File: src/rtl/uart_rx_ctrl.sv
`timescale 1ns/1ps
// -----------------------------------------------------------------------------
// uart_rx_ctrl
//   Control FSM for a UART receiver. It waits for a start bit that holds low
//   long enough, starts the external bit timer, checks the stop bit at the end
//   of the packet, and loads the received byte into the RX buffer.
//
// Ports
//   clk            system clock, rising edge
//   n_rst          asynchronous active-low reset
//   serial_in      synchronized serial line, idle high
//   shift_strobe   bit-period strobe from the bit timer (consumed by the shift
//                  register, not by this FSM)
//   packet_done    one-cycle pulse when the bit timer has counted 9 strobes
//   stop_bit       stop-bit value captured by the shift register
//   data_read      host acknowledge of the buffered byte
//   enable_timer   bit timer enable (high only while receiving)
//   timer_clear    one-cycle clear to the bit timer counters
//   load_buffer    one-cycle load of the shift-register byte into the buffer
//   data_ready     buffered byte valid
//   overrun_error  sticky: a byte was overwritten before being read
//   framing_error  last packet had a 0 stop bit
//   state_dbg      current FSM state encoding
//
// Buffer handshake: data_ready is the valid, data_read is the acknowledge.
// The host may raise data_read on any cycle; the byte is consumed on every
// cycle where data_ready and data_read are both high. A load in the same cycle
// as an acknowledge replaces the consumed byte, so data_ready stays high and
// no overrun is flagged. A load while data_ready is high and unacknowledged
// overwrites the byte and sets overrun_error.
// -----------------------------------------------------------------------------
module uart_rx_ctrl #(
  parameter int unsigned START_HOLD = 4
) (
  input  logic       clk,
  input  logic       n_rst,
  input  logic       serial_in,
  input  logic       shift_strobe,
  input  logic       packet_done,
  input  logic       stop_bit,
  input  logic       data_read,
  output logic       enable_timer,
  output logic       timer_clear,
  output logic       load_buffer,
  output logic       data_ready,
  output logic       overrun_error,
  output logic       framing_error,
  output logic [2:0] state_dbg
);

  typedef enum logic [2:0] {
    IDLE      = 3'd0,
    START_CHK = 3'd1,
    CLEAR     = 3'd2,
    RECEIVE   = 3'd3,
    STOP_CHK  = 3'd4,
    LOAD      = 3'd5
  } state_t;

  localparam logic [3:0] HOLD = 4'(START_HOLD);

  state_t     state, next_state;
  logic       prev;
  logic [3:0] hold_cnt, hold_cnt_next;
  logic       start_edge;

  // The strobe drives the shift register directly; the FSM only follows
  // packet_done, so the strobe is deliberately left unconsumed here.
  logic unused_strobe;
  assign unused_strobe = shift_strobe;

  assign start_edge = prev & ~serial_in;

  // State register, previous-line register and hold counter.
  always_ff @(posedge clk or negedge n_rst) begin
    if (!n_rst) begin
      state    <= IDLE;
      prev     <= 1'b1;
      hold_cnt <= 4'd0;
    end else begin
      state    <= next_state;
      prev     <= serial_in;
      hold_cnt <= hold_cnt_next;
    end
  end

  // Next-state logic. The falling-edge cycle itself counts as the first low
  // cycle (counter loaded with 1); the state advances to CLEAR from the
  // START_CHK cycle in which the counter has reached START_HOLD.
  always_comb begin
    next_state    = state;
    hold_cnt_next = hold_cnt;
    case (state)
      IDLE: begin
        if (start_edge) begin
          next_state    = START_CHK;
          hold_cnt_next = 4'd1;
        end
      end
      START_CHK: begin
        if (serial_in) begin
          next_state = IDLE;                // false start
        end else if (hold_cnt >= HOLD) begin
          next_state = CLEAR;
        end else begin
          hold_cnt_next = hold_cnt + 4'd1;
        end
      end
      CLEAR:    next_state = RECEIVE;
      RECEIVE:  if (packet_done) next_state = STOP_CHK;
      STOP_CHK: next_state = stop_bit ? LOAD : IDLE;
      LOAD:     next_state = IDLE;
      default:  next_state = IDLE;          // unused encodings recover
    endcase
  end

  // Moore outputs.
  assign enable_timer = (state == RECEIVE);
  assign timer_clear  = (state == CLEAR);
  assign load_buffer  = (state == LOAD);
  assign state_dbg    = state;

  // Status flags.
  always_ff @(posedge clk or negedge n_rst) begin
    if (!n_rst) begin
      data_ready    <= 1'b0;
      overrun_error <= 1'b0;
      framing_error <= 1'b0;
    end else begin
      if (state == CLEAR) begin
        framing_error <= 1'b0;
      end else if ((state == STOP_CHK) && !stop_bit) begin
        framing_error <= 1'b1;
      end

      if (load_buffer) begin
        data_ready <= 1'b1;
        if (data_ready && !data_read) begin
          overrun_error <= 1'b1;            // previous byte lost
        end else if (data_read) begin
          overrun_error <= 1'b0;
        end
      end else if (data_read) begin
        data_ready    <= 1'b0;
        overrun_error <= 1'b0;
      end
    end
  end

endmodule
File: config.mk
export PLATFORM = sky130hd
export DESIGN_NAME = uart_rx_ctrl
export DESIGN_NICKNAME = d
export VERILOG_FILES = /design/src/rtl/uart_rx_ctrl.sv
export SDC_FILE = /design/constraint.sdc
export NUM_CORES = 1
export LEC_CHECK = 0
export CAP_MARGIN = 20
export CORE_AREA = 2 2 39 41
export DETAILED_ROUTE_END_ITERATION = 8
export DIE_AREA = 0 0 41 43
export DONT_BUFFER_PORTS = 1
export GPL_ROUTABILITY_DRIVEN = 1
export PLACE_DENSITY = 0.65
export SLEW_MARGIN = 15
export SYNTH_ARGS = -nofsm -noshare
export SYNTH_HDL_FRONTEND = slang
export SYNTH_SLANG_ARGS = --single-unit
export TNS_END_PERCENT = 1
File: constraint.sdc
create_clock -name clk -period 1.5 [get_ports clk]
set_input_delay 0.15 -clock clk [delete_from_list [all_inputs] [get_ports clk]]
set_output_delay 0.15 -clock clk [all_outputs]
set_load 0.03 [all_outputs]
## Word level (Yosys, flattened, before mapping)

Index checks and enable logic that the tools add are counted.
Widths: inputs -> output; s select.

- Register bits after elaboration: 11
- Latch bits: 0
- Bits in writable memories: 0
- Bits in read-only memories: 0
- Bits of input ports: 7
- Word-level logic and storage cells: 47
- Memories kept: 0

- $add $sub $neg: 1
- Multipliers: 0
- Div/mod/pow operators: 0
- Magnitude comparators: 1
- Equal/unequal tests: 10
- Shift operators: 0
- Multiplexer cells: 17
- Bitwise logic cells: 2
- Reduce and logical (&&, ||, !) cells: 10

Operator list:

| kind | number |
|---|---|
| $mux 3 | 5 |
| $pmux 3 s5 | 1 |
| $mux 4 | 3 |
| $ne 2x2->1 const B | 4 |
| $pmux 4 s2 | 1 |
| $mux 1 | 7 |
| $eq 3x2->1 const B | 2 |
| $eq 3x3->1 const B | 2 |
| $reduce_bool 2->1 | 3 |
| $add 4x1->4 const B | 1 |
| $ge 4x3->1 const B | 1 |
| $reduce_and 4->1 | 1 |
| $eq 3x1->1 const B | 1 |
| $logic_not 3->1 | 1 |
| $ne 3x3->1 const B | 1 |
| $reduce_and 3->1 | 1 |
| $logic_and 1x1->1 | 2 |
| $logic_not 1->1 | 2 |
| $and 1x1->1 | 1 |
| $not 1->1 | 1 |

## Longest topological paths before layout

Gate-level depths: netlist (run 1).

- Depth after elaboration: 4
- Depth in mapped cells: 4
- Depth with buffers taken out: 3

## Least setup slack after synthesis (run 1)

No wires, ideal clock.

- Path type: reg2reg
- Start point: register state[2], in the netlist state_dbg[2]
- End point: register hold_cnt[2]
- Arrival: 1,365 ps
- Data required time: 1,379 ps
- Path slack: 14 ps
- Cell stages (with the launch flop): 5
- Buffers on the path: 1
- Path through: dfrtp_1 buf_4 or4b_4 a21oi_2 nor2_1

- Cells in the longest elaborated chain, start to end: 3
- Elaborated cells on any way between the ends: 8

Ends and longest elaborated chain:

| element | line | text |
|---|---|---|
| start: declaration | 62 | `state_t state, next_state;` |
| start signal: assignment | 81 | `state <= next_state;` |
| $eq 3x1->1 / $logic_not 3->1 (equally long branches) | 93 | `case (state)` |
| $ne 2x2->1 (no source line) / $reduce_bool 2->1 (equally long branches) | - |  |
| $reduce_and 4->1 (no source line) | - |  |
| end signal: assignment | 83 | `hold_cnt <= hold_cnt_next;` |
| end: declaration | 64 | `logic [3:0] hold_cnt, hold_cnt_next;` |

Parallel ways exist; a longest one is shown, timed or not.
A chain may end at the register's enable or synchronous reset.

## Worst setup path in the final report (run 1)

- Start point: register state[1], in the netlist state_dbg[1]
- End point: output timer_clear

- Cells in the longest elaborated chain, start to end: 1

Ends and longest elaborated chain:

| element | line | text |
|---|---|---|
| $eq 3x2->1 | 119 | `assign timer_clear = (state == CLEAR);` |
| end: declaration | 43 | `output logic timer_clear,` |

Every way passes these cells.

==> impl_results.md, run 1 <==
- Failing checks: setup timing
- Reg2Reg Depth: 4
- Critical path arrival: between 1000 and 1500 ps
- Commonest non-fill, non-tap cell in the layout: dfrtp_1
- Cell Area, Placed: roughly 590 um^2
- Violation count after the first detailed-routing iteration: 11
- Synth Area in Compound Gates: 18.0%
- Initial antenna violation count: 0
- Ys Warns: 0
- Min-Delay Path Class: input pin to flip-flop
- Static Leak: 0.334 nW
- H-tree levels: 1
- Reg power frac: 37.0%
- Reg-to-reg endpoint: hold_cnt[2]$_DFFE_PN0P_
- Crit path from: state_dbg[1]$_DFFE_PN0P_
- Initial Util: roughly 40%
- Netlist cell types: 27
- Critical Path End: timer_clear
- Most frequent cells in the layout: 10 x dfrtp_1, 9 x buf_4, 8 x nor2_1
- All-Layer GR Usage: about 16%
- CP max stage cell: dfrtp_1
- PortBufs: 0
- Startpoint types: flip-flop
- Beginning of the worst hold path: data_read
- Synth-to-Final Area Change: 25.1%
- RD Place Congestion: 0.821
- R2r startpoint: state_dbg[1]$_DFFE_PN0P_
- Fin cells: 85
- Core box area: 1380 um^2
- Status: complete, but fails checks
- Die area: 1760 um^2
- Sw Ratio: between 40 and 50%
- Final Max Slew Viols: 0
- Via count: 446
- Num CTS Buffers: 3
- Clock sink count: 11
- Max clock buf depth: 2
- Seq/Total Area, Yosys: 50.9%
- Post-Synth Simple-Gate Area: 19.8%
- Internal: 0.785 mW
- Highest clock rate: 663 MHz
- Flops & latches, synth: 11
- Residual DRC: 0
- R2R Setup Slk: 100 ps
- Post-route ant nets: 0
- Fin crit period: 1510 ps
- # Max-Cap Violations: 0
- Final worst slack: -7.17 ps
- Power Dens Cells: 1970 nW/um^2
- Drt total wl: 1.15 mm
- Worst-Margin Slew: slightly above 500 ps
- Period utilization: 100%
- Max stage delay on crit path: 400 ps
- CP Buf/Inv Count: 2
- Relative slew margins: 66.0%
- Clk_skew: between 4 and 5 ps
- Post-synthesis net count: 62
- P_sw: between 0.5 and 0.6 mW
- WL/cell: about 14 um
- CTS tree: yes
- Pin count of the biggest net entering global routing: 12
- HPWL after detailed placement: 755 um
- Dpl cells: 74
- Crit Path Max Fanout: 5
- Main combinational cell family by area after synthesis: simple AND/OR/NAND/NOR gates
- Crit Path Class: flip-flop to output pin
- Height of the die: 43 um
- Worst path top cell family by delay: flip-flops
- First-pass GRT wire length: 1.76 mm
- Levels on crit path: 4
- Required time of the worst setup path: roughly 1400 ps
- Die X: 41 um
- Drt first pass iters: 4
- Ratio of cells with drive above 1 in the final layout: a little over a quarter
- Syn avg cell area: 10.1 um^2
- Clock Power Share: 14.8%
- Comb power frac: approximately 48%
- RSZ-0062 raised after global routing: true
- Final hold violations: 0
- Critical-path cell list: buf_6 > or2b_1 > nor2_1 > buf_4
- Vias per cell: 5.25
- Post-Synth XOR/XNOR Area: 0%
- TNS Setup: -7.17 ps
- Adder-cell share of the synthesized area: 2.30%
- Root Buffer: clkbuf_4
- Final #Nets: 78
- Core Rows: 14
- Crit. End Element: output pin
- Reg clk slew, reported paths: around 70 ps
- Post-route cell area: 679 um^2
- Final setup fails: 1
- Boundary pin count: 16
- Cells after Synth: 54
- Worst skew pair latency: approximately 260 ps
- Mapped cell area: 543 um^2
- Mux cell area share after synthesis: 1.84%
- Maximum vdd drop: about 900 uV
- Vias in the first global route: 428
- Diode count: 0
- Tot Pwr: 1.34 mW
- Global route overflow: 0
==> repair_timing <==
item,CTS,global route
endpoints found under the setup margin,1,1
hold buffers,3,0
cloned,0,1
setup buffers,2,1
hold endpoints to repair,13,0
pin swaps,0,0
resized for setup,1,0
==> worst min-delay path by stage <==
stage,endpoint,depth (start not counted)
2_1_floorplan,data_ready$_DFFE_PN0P_,0
3_3_place_gp,state_dbg[2]$_DFFE_PN0P_,0
3_5_place_dp,framing_error$_DFFE_PN0P_,0
4_1_cts,data_ready$_DFFE_PN0P_,2
5_1_grt,data_ready$_DFFE_PN0P_,2
6_report,data_ready$_DFFE_PN0P_,2
==> power groups by stage <==
stage               clock network, mW  registers, mW  logic (mW)
global route                    0.224          0.511       0.709
finish                          0.199          0.495       0.645
CTS                             0.208          0.489       0.609
floorplan                           0          0.543       0.391
detailed placement                  0          0.502       0.552
global placement                    0          0.501       0.547
==> cell families (layout without fill, tap and decap cells) <==
kind of cell | Yosys count | after routing
AOI/OAI and AO/OA | 15 | 15
and+or+nand+nor | 19 | 19
buffers and inverters | 7 | 22
adders and majority gates | 1 | 1
muxes | 1 | 1
DFF | 11 | 11
==> layer usage <==
metal / up-vias / GRT usage [%] / share of wire, %
li1: 219 / - / -
met1: 209 / 20.9 / 47
met2: 14 / 20.9 / 47
met3: 4 / 3.14 / 4.4
met4: 0 / 12.0 / 1.7
met5: - / 0 / 0
==> synth_stat cells <==
| cell | count | area share (%) |
|---|---|---|
| and3b_1 | 1 | 1.6 |
| a21oi_2 | 1 | 1.6 |
| or3_1 | 1 | 1.2 |
| o31a_1 | 1 | 1.6 |
| a21oi_1 | 4 | 3.7 |
| nand2_1 | 2 | 1.4 |
| nor3_1 | 1 | 0.92 |
| o32ai_1 | 1 | 1.6 |
| a31oi_1 | 1 | 1.2 |
| buf_2 | 1 | 0.92 |
| buf_4 | 1 | 1.4 |
| or2b_1 | 1 | 1.4 |
| inv_1 | 4 | 2.8 |
| ha_1 | 1 | 2.3 |
| o21ai_0 | 4 | 3.7 |
| and3_1 | 2 | 2.3 |
| buf_6 | 1 | 2.1 |
| nand2b_1 | 1 | 1.2 |
| or4b_4 | 1 | 2.5 |
| nor2_1 | 8 | 5.5 |
| dfrtp_1 | 10 | 46 |
| nor3_2 | 1 | 1.8 |
| dfstp_2 | 1 | 4.8 |
| a21o_1 | 1 | 1.4 |
| a32o_1 | 1 | 1.8 |
| o211ai_1 | 1 | 1.4 |
| mux2i_1 | 1 | 1.8 |
==> stage by stage <==
stage	util, %	setup slack [ps]	hold slack [ps]
detailed placement	42.8	210	-145
CTS	48.2	25.1	41.7
global placement	42.8	209	-145
finish	49.1	-7.17	56.0
floorplan	-	14.1	-146
global route	49.1	-86.3	55.5
==> flip-flops by register name, indices dropped and copies added, names as in the netlist <==
register and flops:
data_ready 1, state_dbg 3, framing_error 1, prev 1, hold_cnt 4, overrun_error 1
==> area by class of cell <==
class	instances	area (um^2)
Fill cell	120	704
Sequential cell	11	277
Multi-Input combinational cell	36	228
Timing Repair Buffer	14	114
Clock buffer	4	26.3
Tap cell	16	20.0
Inverter	4	15.0
Note: power is estimated with default switching activity, not from simulation.
==> inputs of run 2 (changes only) <==
--- a/config.mk
+++ b/config.mk
@@ -12,6 +12,7 @@
 export DONT_BUFFER_PORTS = 1
 export GPL_ROUTABILITY_DRIVEN = 1
 export PLACE_DENSITY = 0.65
+export RECOVER_POWER = 25
 export SLEW_MARGIN = 15
 export SYNTH_ARGS = -nofsm -noshare
 export SYNTH_HDL_FRONTEND = slang
==> results of run 2 <==
Same layout as run 1: the final DEF is identical, and so are final timing and power.
